**config.mk**
```make
export PLATFORM = sky130hd
export DESIGN_NAME = card_access_controller
export DESIGN_NICKNAME = d
export VERILOG_FILES = /design/src/rtl/card_access_controller.sv
export SDC_FILE = /design/constraint.sdc
export NUM_CORES = 1
export LEC_CHECK = 0
export ABC_AREA = 1
export ABC_CLOCK_PERIOD_IN_PS = 7000
export CORE_UTILIZATION = 30
export DETAILED_ROUTE_END_ITERATION = 6
export SYNTH_ARGS = -nofsm -noshare
export SYNTH_HDL_FRONTEND = slang
export SYNTH_SLANG_ARGS = --single-unit
```
**constraint.sdc**
```tcl
create_clock -name clk_i -period 7 [get_ports clk_i]
set_input_delay 1.4 -clock clk_i [delete_from_list [all_inputs] [get_ports clk_i]]
set_output_delay 1.4 -clock clk_i [all_outputs]
set_load 0.05 [all_outputs]
```
**src/rtl/card_access_controller.sv**
```systemverilog
// rtl/card_access_controller.sv - card read validation, door-open pulse and failure lockout
//
// Purpose: samples the card-read latch level, captures the 18-bit card number
// from the switches, validates it and drives the door actuator and status LEDs.
//
// Ports:
//   clk_i          system clock
//   rst_ni         asynchronous active-low reset
//   card_read_i    level from the card-read latch (asynchronous to clk_i)
//   sw_i[17:0]     [15:0] combination, [17:16] check bits
//   card_number_o  card number captured at the last accepted read
//   door_open_o    high for OPEN_SEC*CLK_HZ cycles after a valid card
//   denied_o       one-cycle pulse after an invalid card
//   locked_out_o   high for LOCKOUT_SEC*CLK_HZ cycles after MAX_FAILS failures
//   fail_count_o   current consecutive-failure count
module card_access_controller #(
    parameter int          CLK_HZ      = 50_000_000,
    parameter int          OPEN_SEC    = 2,
    parameter logic [15:0] COMBO       = 16'hA5C3,
    parameter int          MAX_FAILS   = 3,
    parameter int          LOCKOUT_SEC = 10
) (
    input  logic        clk_i,
    input  logic        rst_ni,
    input  logic        card_read_i,
    input  logic [17:0] sw_i,
    output logic [17:0] card_number_o,
    output logic        door_open_o,
    output logic        denied_o,
    output logic        locked_out_o,
    output logic [2:0]  fail_count_o
);

    localparam int OPEN_CYC = OPEN_SEC * CLK_HZ;
    localparam int LOCK_CYC = LOCKOUT_SEC * CLK_HZ;
    localparam int MAX_CYC  = (OPEN_CYC > LOCK_CYC) ? OPEN_CYC : LOCK_CYC;
    localparam int TW       = (MAX_CYC > 1) ? $clog2(MAX_CYC) : 1;

    localparam logic [TW-1:0] OPEN_LOAD = TW'(OPEN_CYC - 1);
    localparam logic [TW-1:0] LOCK_LOAD = TW'(LOCK_CYC - 1);
    localparam logic [2:0]    MAX_F     = 3'(MAX_FAILS);

    typedef enum logic [2:0] {
        IDLE    = 3'd0,
        CHECK   = 3'd1,
        OPEN    = 3'd2,
        DENY    = 3'd3,
        LOCKOUT = 3'd4
    } state_e;

    state_e        state_q, state_d;
    logic [TW-1:0] timer_q, timer_d;
    logic [17:0]   card_number_q, card_number_d;
    logic [2:0]    fail_count_q, fail_count_d;

    logic          s1_q, s2_q, s3_q;
    logic [1:0]    prime_q;
    logic          armed_q;
    logic          rd_edge;
    logic          card_valid;

    // Population count of the combination, modulo 4 (2-bit accumulator wraps).
    function automatic logic [1:0] popcnt_mod4(input logic [15:0] v);
        logic [1:0] c;
        c = 2'd0;
        for (int i = 0; i < 16; i++) begin
            c = c + {1'b0, v[i]};
        end
        return c;
    endfunction

    // The synchronizer resets to 0, so a latch that is already high when reset
    // releases would look like a fresh rising edge. prime_q marks when s2_q
    // holds a genuine sample; reads are armed only once a real low is seen.
    assign rd_edge = s2_q & ~s3_q & armed_q;

    assign card_valid = (card_number_q[15:0] == COMBO) &&
                        (card_number_q[17:16] == popcnt_mod4(card_number_q[15:0]));

    always_ff @(posedge clk_i or negedge rst_ni) begin
        if (!rst_ni) begin
            state_q       <= IDLE;
            timer_q       <= '0;
            card_number_q <= '0;
            fail_count_q  <= '0;
            s1_q          <= 1'b0;
            s2_q          <= 1'b0;
            s3_q          <= 1'b0;
            prime_q       <= 2'b00;
            armed_q       <= 1'b0;
        end else begin
            state_q       <= state_d;
            timer_q       <= timer_d;
            card_number_q <= card_number_d;
            fail_count_q  <= fail_count_d;
            s1_q          <= card_read_i;
            s2_q          <= s1_q;
            s3_q          <= s2_q;
            prime_q       <= {prime_q[0], 1'b1};
            armed_q       <= armed_q | (prime_q[1] & ~s2_q);
        end
    end

    always_comb begin
        state_d       = state_q;
        timer_d       = timer_q;
        card_number_d = card_number_q;
        fail_count_d  = fail_count_q;
        case (state_q)
            IDLE: begin
                if (rd_edge) begin
                    card_number_d = sw_i;
                    state_d       = CHECK;
                end
            end
            CHECK: begin
                if (card_valid) begin
                    fail_count_d = '0;
                    timer_d      = OPEN_LOAD;
                    state_d      = OPEN;
                end else begin
                    if (fail_count_q < MAX_F) begin
                        fail_count_d = fail_count_q + 3'd1;
                    end
                    state_d = DENY;
                end
            end
            OPEN: begin
                if (timer_q == '0) begin
                    state_d = IDLE;
                end else begin
                    timer_d = timer_q - 1'b1;
                end
            end
            DENY: begin
                if (fail_count_q == MAX_F) begin
                    timer_d = LOCK_LOAD;
                    state_d = LOCKOUT;
                end else begin
                    state_d = IDLE;
                end
            end
            LOCKOUT: begin
                if (timer_q == '0) begin
                    fail_count_d = '0;
                    state_d      = IDLE;
                end else begin
                    timer_d = timer_q - 1'b1;
                end
            end
            default: state_d = IDLE;
        endcase
    end

    always_comb begin
        door_open_o  = 1'b0;
        denied_o     = 1'b0;
        locked_out_o = 1'b0;
        case (state_q)
            OPEN:    door_open_o  = 1'b1;
            DENY:    denied_o     = 1'b1;
            LOCKOUT: locked_out_o = 1'b1;
            default: ;
        endcase
    end

    assign card_number_o = card_number_q;
    assign fail_count_o  = fail_count_q;

endmodule

```
==> metrics.yaml, run 1 <==
cts-root-buf: "clkbuf_16"
cp-end-kind: "flip-flop"
slew_headroom: 0.272
cts_setup_buffers: 0
min_path_type: "flip-flop to flip-flop"
grt_usage: 0.155
synth_xor_area_frac: 0.0392
gp_congestion: 0.896
synth_compound_area_frac: 0.0349
grt-ovfl-total: 0
synth_top_family_by_area: "simple AND/OR/NAND/NOR gates"
via_per_inst: 4.75
worst_pin_slew_ns: 1.09
crit_family: "adder cells"
num_vias: 3446
critPathKind: "flip-flop to flip-flop"
critPathArrivalTime_ns: 5.37
cts_resized: 0
grt_pass1_wl_um: 16100
ff_latch_area_mm2: 0.00148
dpl.hpwl_um: 6430
worst_slack_ns: 1.83
fp.dieW_um: 115
yosys.area.top_type: "dfrtp_1"
hold_viol: 0
cp_max_fo: 31
wl_per_cell_um: 12.8
wl_um: 9260
synthMuxAreaShare: 0.0207
io_pins: 45
yosysTopAreaCellShare: 0.389
htree_num_levels: 3
nNetsFinal: 586
ys.flop_type: "dfrtp_1"
drc_errors: 0
grt_max_degree: 60
cts_tree: "done"
antenna_left: 0
status: "finished clean"
cp_data_required_time_ns: 7.21
row_count: 40
syn_inst: 514
async_flop_share: 1.00
first_global_vias: 3341
clk_latency_ns: 0.33
timing.setup.tns_ns: 0
ys_warn_count: 0
yosysMostFrequentCell: "nand2_1"
ys_top_cells_by_area: "dfrtp_1 (39%), nand2_1 (15%), nor2_1 (7.0%), nand4_1 (5.9%), inv_1 (5.1%)"
multi_input_area_mm2: 0.00200
drt-initial-drc-count: 217
die_h_um: 115
grt_antenna_before_repair: 0
netlist_area_mm2: 0.00380
core_mm2: 0.0122
crit_slowest_cell: "nand2_1"
floorplan.initialDensity: 0.312
start_kind: "flip-flop"
layout-drive-gt1-share: 0.0790
synth_nets: 547
synth.avg_cell_area_um2: 7.39
maxSlewViolCount: 0
setup_violations: 0
clkTransAtPathRegs_ns: 0.05
cts_sinks: 59
synth_fa_ha_area_frac: 0.0533
slowest_delay_ns: 0.83
drtPass1Iterations: 4
antennaDiodeCount: 0
areaGrowthSynthToFinish_pct: 22.2
synthDistinctLibCells: 33
fillCellCount: 1282
dp_slack_ns: 1.87
cts_buffers: 9
cp_cell_sequence: "inv_1 > fa_1 > inv_1 > fa_1 > fa_1 > inv_1 > fa_1 > inv_1 > ha_1 > xnor2_1 > nand4_1 > nor2_1 > nand3_1 > nand2_1 > nand3_4 > nand2_1 > nand2_1"
period_share: 0.738
maxCapViolations: 0
cts_hold_buf: 0
max_freq_mhz: 194
synth_simple_gate_area_frac: 0.376
yosys_register_bits: 59
dieArea_mm2: 0.0131
io_buffers: 44
final_util: 0.382
fin_crit_ns: 5.17
fin_skew_ns: 0.00706
worst-path-buf-inv: 4
ys_seq_area_frac: 0.389
synth_edf_count: 0
grt_setup_unrepaired: "no"
post_synth_most_frequent_cells: "nand2_1 (153), nor2_1 (71), dfrtp_1 (59)"
clockBufferDepth: 2
-- per-layer routing --
metal,vias up,GRT usage,routed length (um)
met4,0,0.0554,115
met2,67,0.247,4330
met1,1648,0.205,4390
met3,10,0.0344,428
met5,-,0,0
li1,1721,-,-
-- area by class of cell --
| class | instances | share of cell area |
|---|---|---|
| clock buffer | 13 | 0.0561 |
| clock inverter | 2 | 0.00755 |
| inverter | 58 | 0.0474 |
| multi-input combinational | 380 | 0.430 |
| sequential | 59 | 0.318 |
| tap | 168 | 0.0453 |
| timing repair buffer | 45 | 0.0954 |
-- logic make-up after synthesis --
kind of cell / count (synthesis)
and+or+nand+nor: 320
adders and majority gates: 12
AOI/OAI and AO/OA: 23
other: 1
xor gates and xnor gates: 17
DFF: 59
muxes: 7
buffers and inverters: 75
-- stage by stage --
step,instance area [um^2],hold WS (ns),std cells
after floorplan,3800,0.331,514
after global placement,4350,0.336,710
after detailed placement,4350,0.336,710
final,4640,0.344,725
after CTS,4640,0.347,725
after global routing,4640,0.357,725
-- sequential cells by signal, summed over array words and instances, names as in the netlist --
| signal | cells |
|---|---|
| fail_count_o | 3 |
| state_q | 3 |
| s3_q | 1 |
| s2_q | 1 |
| timer_q | 29 |
| card_number_o | 18 |
| s1_q | 1 |
| prime_q | 2 |
| armed_q | 1 |
-- worst reg2reg max path: stages, from the launching register on --
cell and delay, ns:
dfrtp_1 0.37, inv_1 0.09, fa_1 0.53, inv_1 0.06, fa_1 0.48, fa_1 0.52
inv_1 0.05, fa_1 0.49, inv_1 0.04, ha_1 0.27, xnor2_1 0.15, nand4_1 0.09
nor2_1 0.13, nand3_1 0.16, nand2_1 0.83, nand3_4 0.52, nand2_1 0.20, nand2_1 0.07
-- placed cells by master (no fill, tap or decap), types with 2 or more instances in the layout --
cell             count
a21oi_1             13
o21ai_0              5
fa_1                 7
nand2_4              2
inv_1               52
ha_1                 5
dfrtp_1             59
nand2_1            153
nand3b_1             3
clkdlybuf4s50_1     43
nand4_1             36
clkbuf_16            9
or2_2                2
xor2_1              10
nand2_2              2
inv_2                5
mux2_2               7
nand3_2              2
o21ai_1              2
clkbuf_1             2
xnor2_1              7
nor3_1               5
clkbuf_8             2
nor2_4               2
nor2_2               3
nor2_1              71
nand3_1             38
-- path summary, 6_finish.rpt --
path | from | to | slack (ns) | cells past startpoint
min in group asynchronous | rst_ni | fail_count_o[1] | 1.23 | 2
min reg2reg | prime_q[0] | prime_q[1] | 0.34 | 0
max in group asynchronous | rst_ni | timer_q[2] | 5.26 | 2
max | card_number_o[0] | timer_q[22] | 1.83 | 17
min | prime_q[0] | prime_q[1] | 0.34 | 0
max reg2reg | card_number_o[0] | timer_q[22] | 1.83 | 17
Power of run 1 is not shown: default switching activity piles up to over one toggle a cycle in this logic, so the estimate is an artifact.
==> run 2: changes to the inputs <==
--- a/config.mk
+++ b/config.mk
@@ -6,7 +6,7 @@
 export NUM_CORES = 1
 export LEC_CHECK = 0
 export ABC_AREA = 1
-export ABC_CLOCK_PERIOD_IN_PS = 7000
+export ABC_CLOCK_PERIOD_IN_PS = 4900
 export CORE_UTILIZATION = 30
 export DETAILED_ROUTE_END_ITERATION = 6
 export SYNTH_ARGS = -nofsm -noshare
==> constraint.sdc (replaced) <==
create_clock -name clk_i -period 4.9 [get_ports clk_i]
set_input_delay 0.98 -clock clk_i [delete_from_list [all_inputs] [get_ports clk_i]]
set_output_delay 0.98 -clock clk_i [all_outputs]
set_load 0.05 [all_outputs]
==> run 2 against run 1 <==
  * First-iteration DRC count down 31%
  * Via count down 1.9%
  * Utilization grew 0.61 points
==> metrics.yaml, run 2 (same netlist as run 1, synthesis figures left out) <==
grt_usage: 0.151
worstHoldEndpoint: "s2_q"
drt-initial-drc-count: 150
antennaDiodeCount: 0
wl_um: 9070
cts_sinks: 59
r2r-start: "card_number_o[0]"
cts_hold_buf: 0
period_share: 0.868
cp_cell_sequence: "inv_1 > fa_1 > inv_1 > fa_1 > fa_1 > inv_1 > fa_1 > inv_1 > ha_1 > xnor2_1 > nand4_1 > nor2_1 > nand3_1 > nand2_1 > buf_4 > nand3_1 > nand2_1 > nand2_1"
top_register: "timer_q"
gp_congestion: 0.931
antenna_left: 0
io_buffers: 44
max_freq_mhz: 235
first_global_vias: 3349
grt-ovfl-total: 0
core_mm2: 0.0122
r2r_setup_slack_ns: 0.65
drtPass1Iterations: 4
slew_headroom: 0.276
cts-root-buf: "clkbuf_16"
largest_reg_flops: 29
start_kind: "flip-flop"
dpl.hpwl_um: 6420
grt_max_degree: 60
die_h_um: 115
row_count: 40
clkTransAtPathRegs_ns: 0.05
min_from: "s1_q"
clockBufferDepth: 2
mostFrequentLayoutCell: "nand2_1"
final_cell_mix: "nand2_1 (153), nor2_1 (71), dfrtp_1 (59)"
status: "finished clean"
min_path_type: "flip-flop to flip-flop"
io_pins: 45
cts_setup_buffers: 0
areaGrowthSynthToFinish_pct: 24.1
dieArea_mm2: 0.0131
fin_area_mm2: 0.00472
dpl-instance-area_mm2: 0.00435
fin_crit_ns: 4.25
critPathKind: "flip-flop to flip-flop"
reg2reg_depth: 18
crit_family: "adder cells"
crit_slowest_cell: "fa_1"
worst-path-buf-inv: 5
setup_violations: 0
whs_path_depth: 0
grt_antenna_before_repair: 0
fin_skew_ns: 0.00679
cp.depth: 18
via_per_inst: 4.65
reg2reg_to: "timer_q[28]"
cp_max_fo: 30
nNetsFinal: 587
grt_pass1_wl_um: 15700
cp_data_required_time_ns: 5.12
num_vias: 3379
hold_viol: 0
maxCapViolations: 0
grt_setup_unrepaired: "no"
floorplan.initialDensity: 0.312
fp.dieW_um: 115
hold_slack_ns: 0.345
layout-drive-gt1-share: 0.0859
drc_errors: 0
clk_latency_ns: 0.33
cts_buffers: 9
wl_per_cell_um: 12.5
final_util: 0.388
critPathArrivalTime_ns: 4.47
htree_num_levels: 3
cts_resized: 0
cts_tree: "done"
timing.setup.tns_ns: 0
worst_pin_slew_ns: 1.08
maxSlewViolCount: 0
cp-end-kind: "flip-flop"
slowest_delay_ns: 0.53
run 2: cell count changes in the layout (fill, tap and decap cells not counted):
cell and change:
bufinv_16 +2, clkbuf_1 -2, buf_4 +1, clkbuf_8 +1
run 2: worst reg2reg max path, delay by kind of cell, from the launching register on:
family | cells | cell delay (ns)
adders and majority gates | 5 | 2.27
and+or+nand+nor | 7 | 0.77
buffers and inverters | 5 | 0.58
DFF | 1 | 0.38
xor gates and xnor gates | 1 | 0.15
run 2: per-layer routing:
metal  routed length (um)  GRT usage
met1                 4320      0.200
met4                   97     0.0545
met2                 4180      0.240
met5                    0          0
met3                  471     0.0371
run 2: final cells by class:
cell class	instances	area, um^2
Sequential cell	59	1480
Timing Repair Buffer	46	450
Clock buffer	12	267
Inverter	58	220
Clock inverter	4	95.1
Multi-Input combinational cell	380	2000
Tap cell	168	210
Fill cell	1205	7450
run 2: worst max-delay path by stage:
stage	end	start
2_1_floorplan	timer_q[3]	card_number_o[0]
3_3_place_gp	timer_q[28]	card_number_o[0]
3_5_place_dp	timer_q[28]	card_number_o[0]
4_1_cts	timer_q[28]	card_number_o[0]
5_1_grt	timer_q[14]	card_number_o[0]
6_report	timer_q[28]	card_number_o[0]
run 2: per-stage QoR:
step / worst slack (ns) / std cells
finish: 0.646 / 727
global route: 0.379 / 727
CTS: 0.661 / 727
detailed placement: 0.670 / 711
global placement: 0.793 / 711
floorplan: 0.674 / 514
Power of run 2 is left out for the same reason.
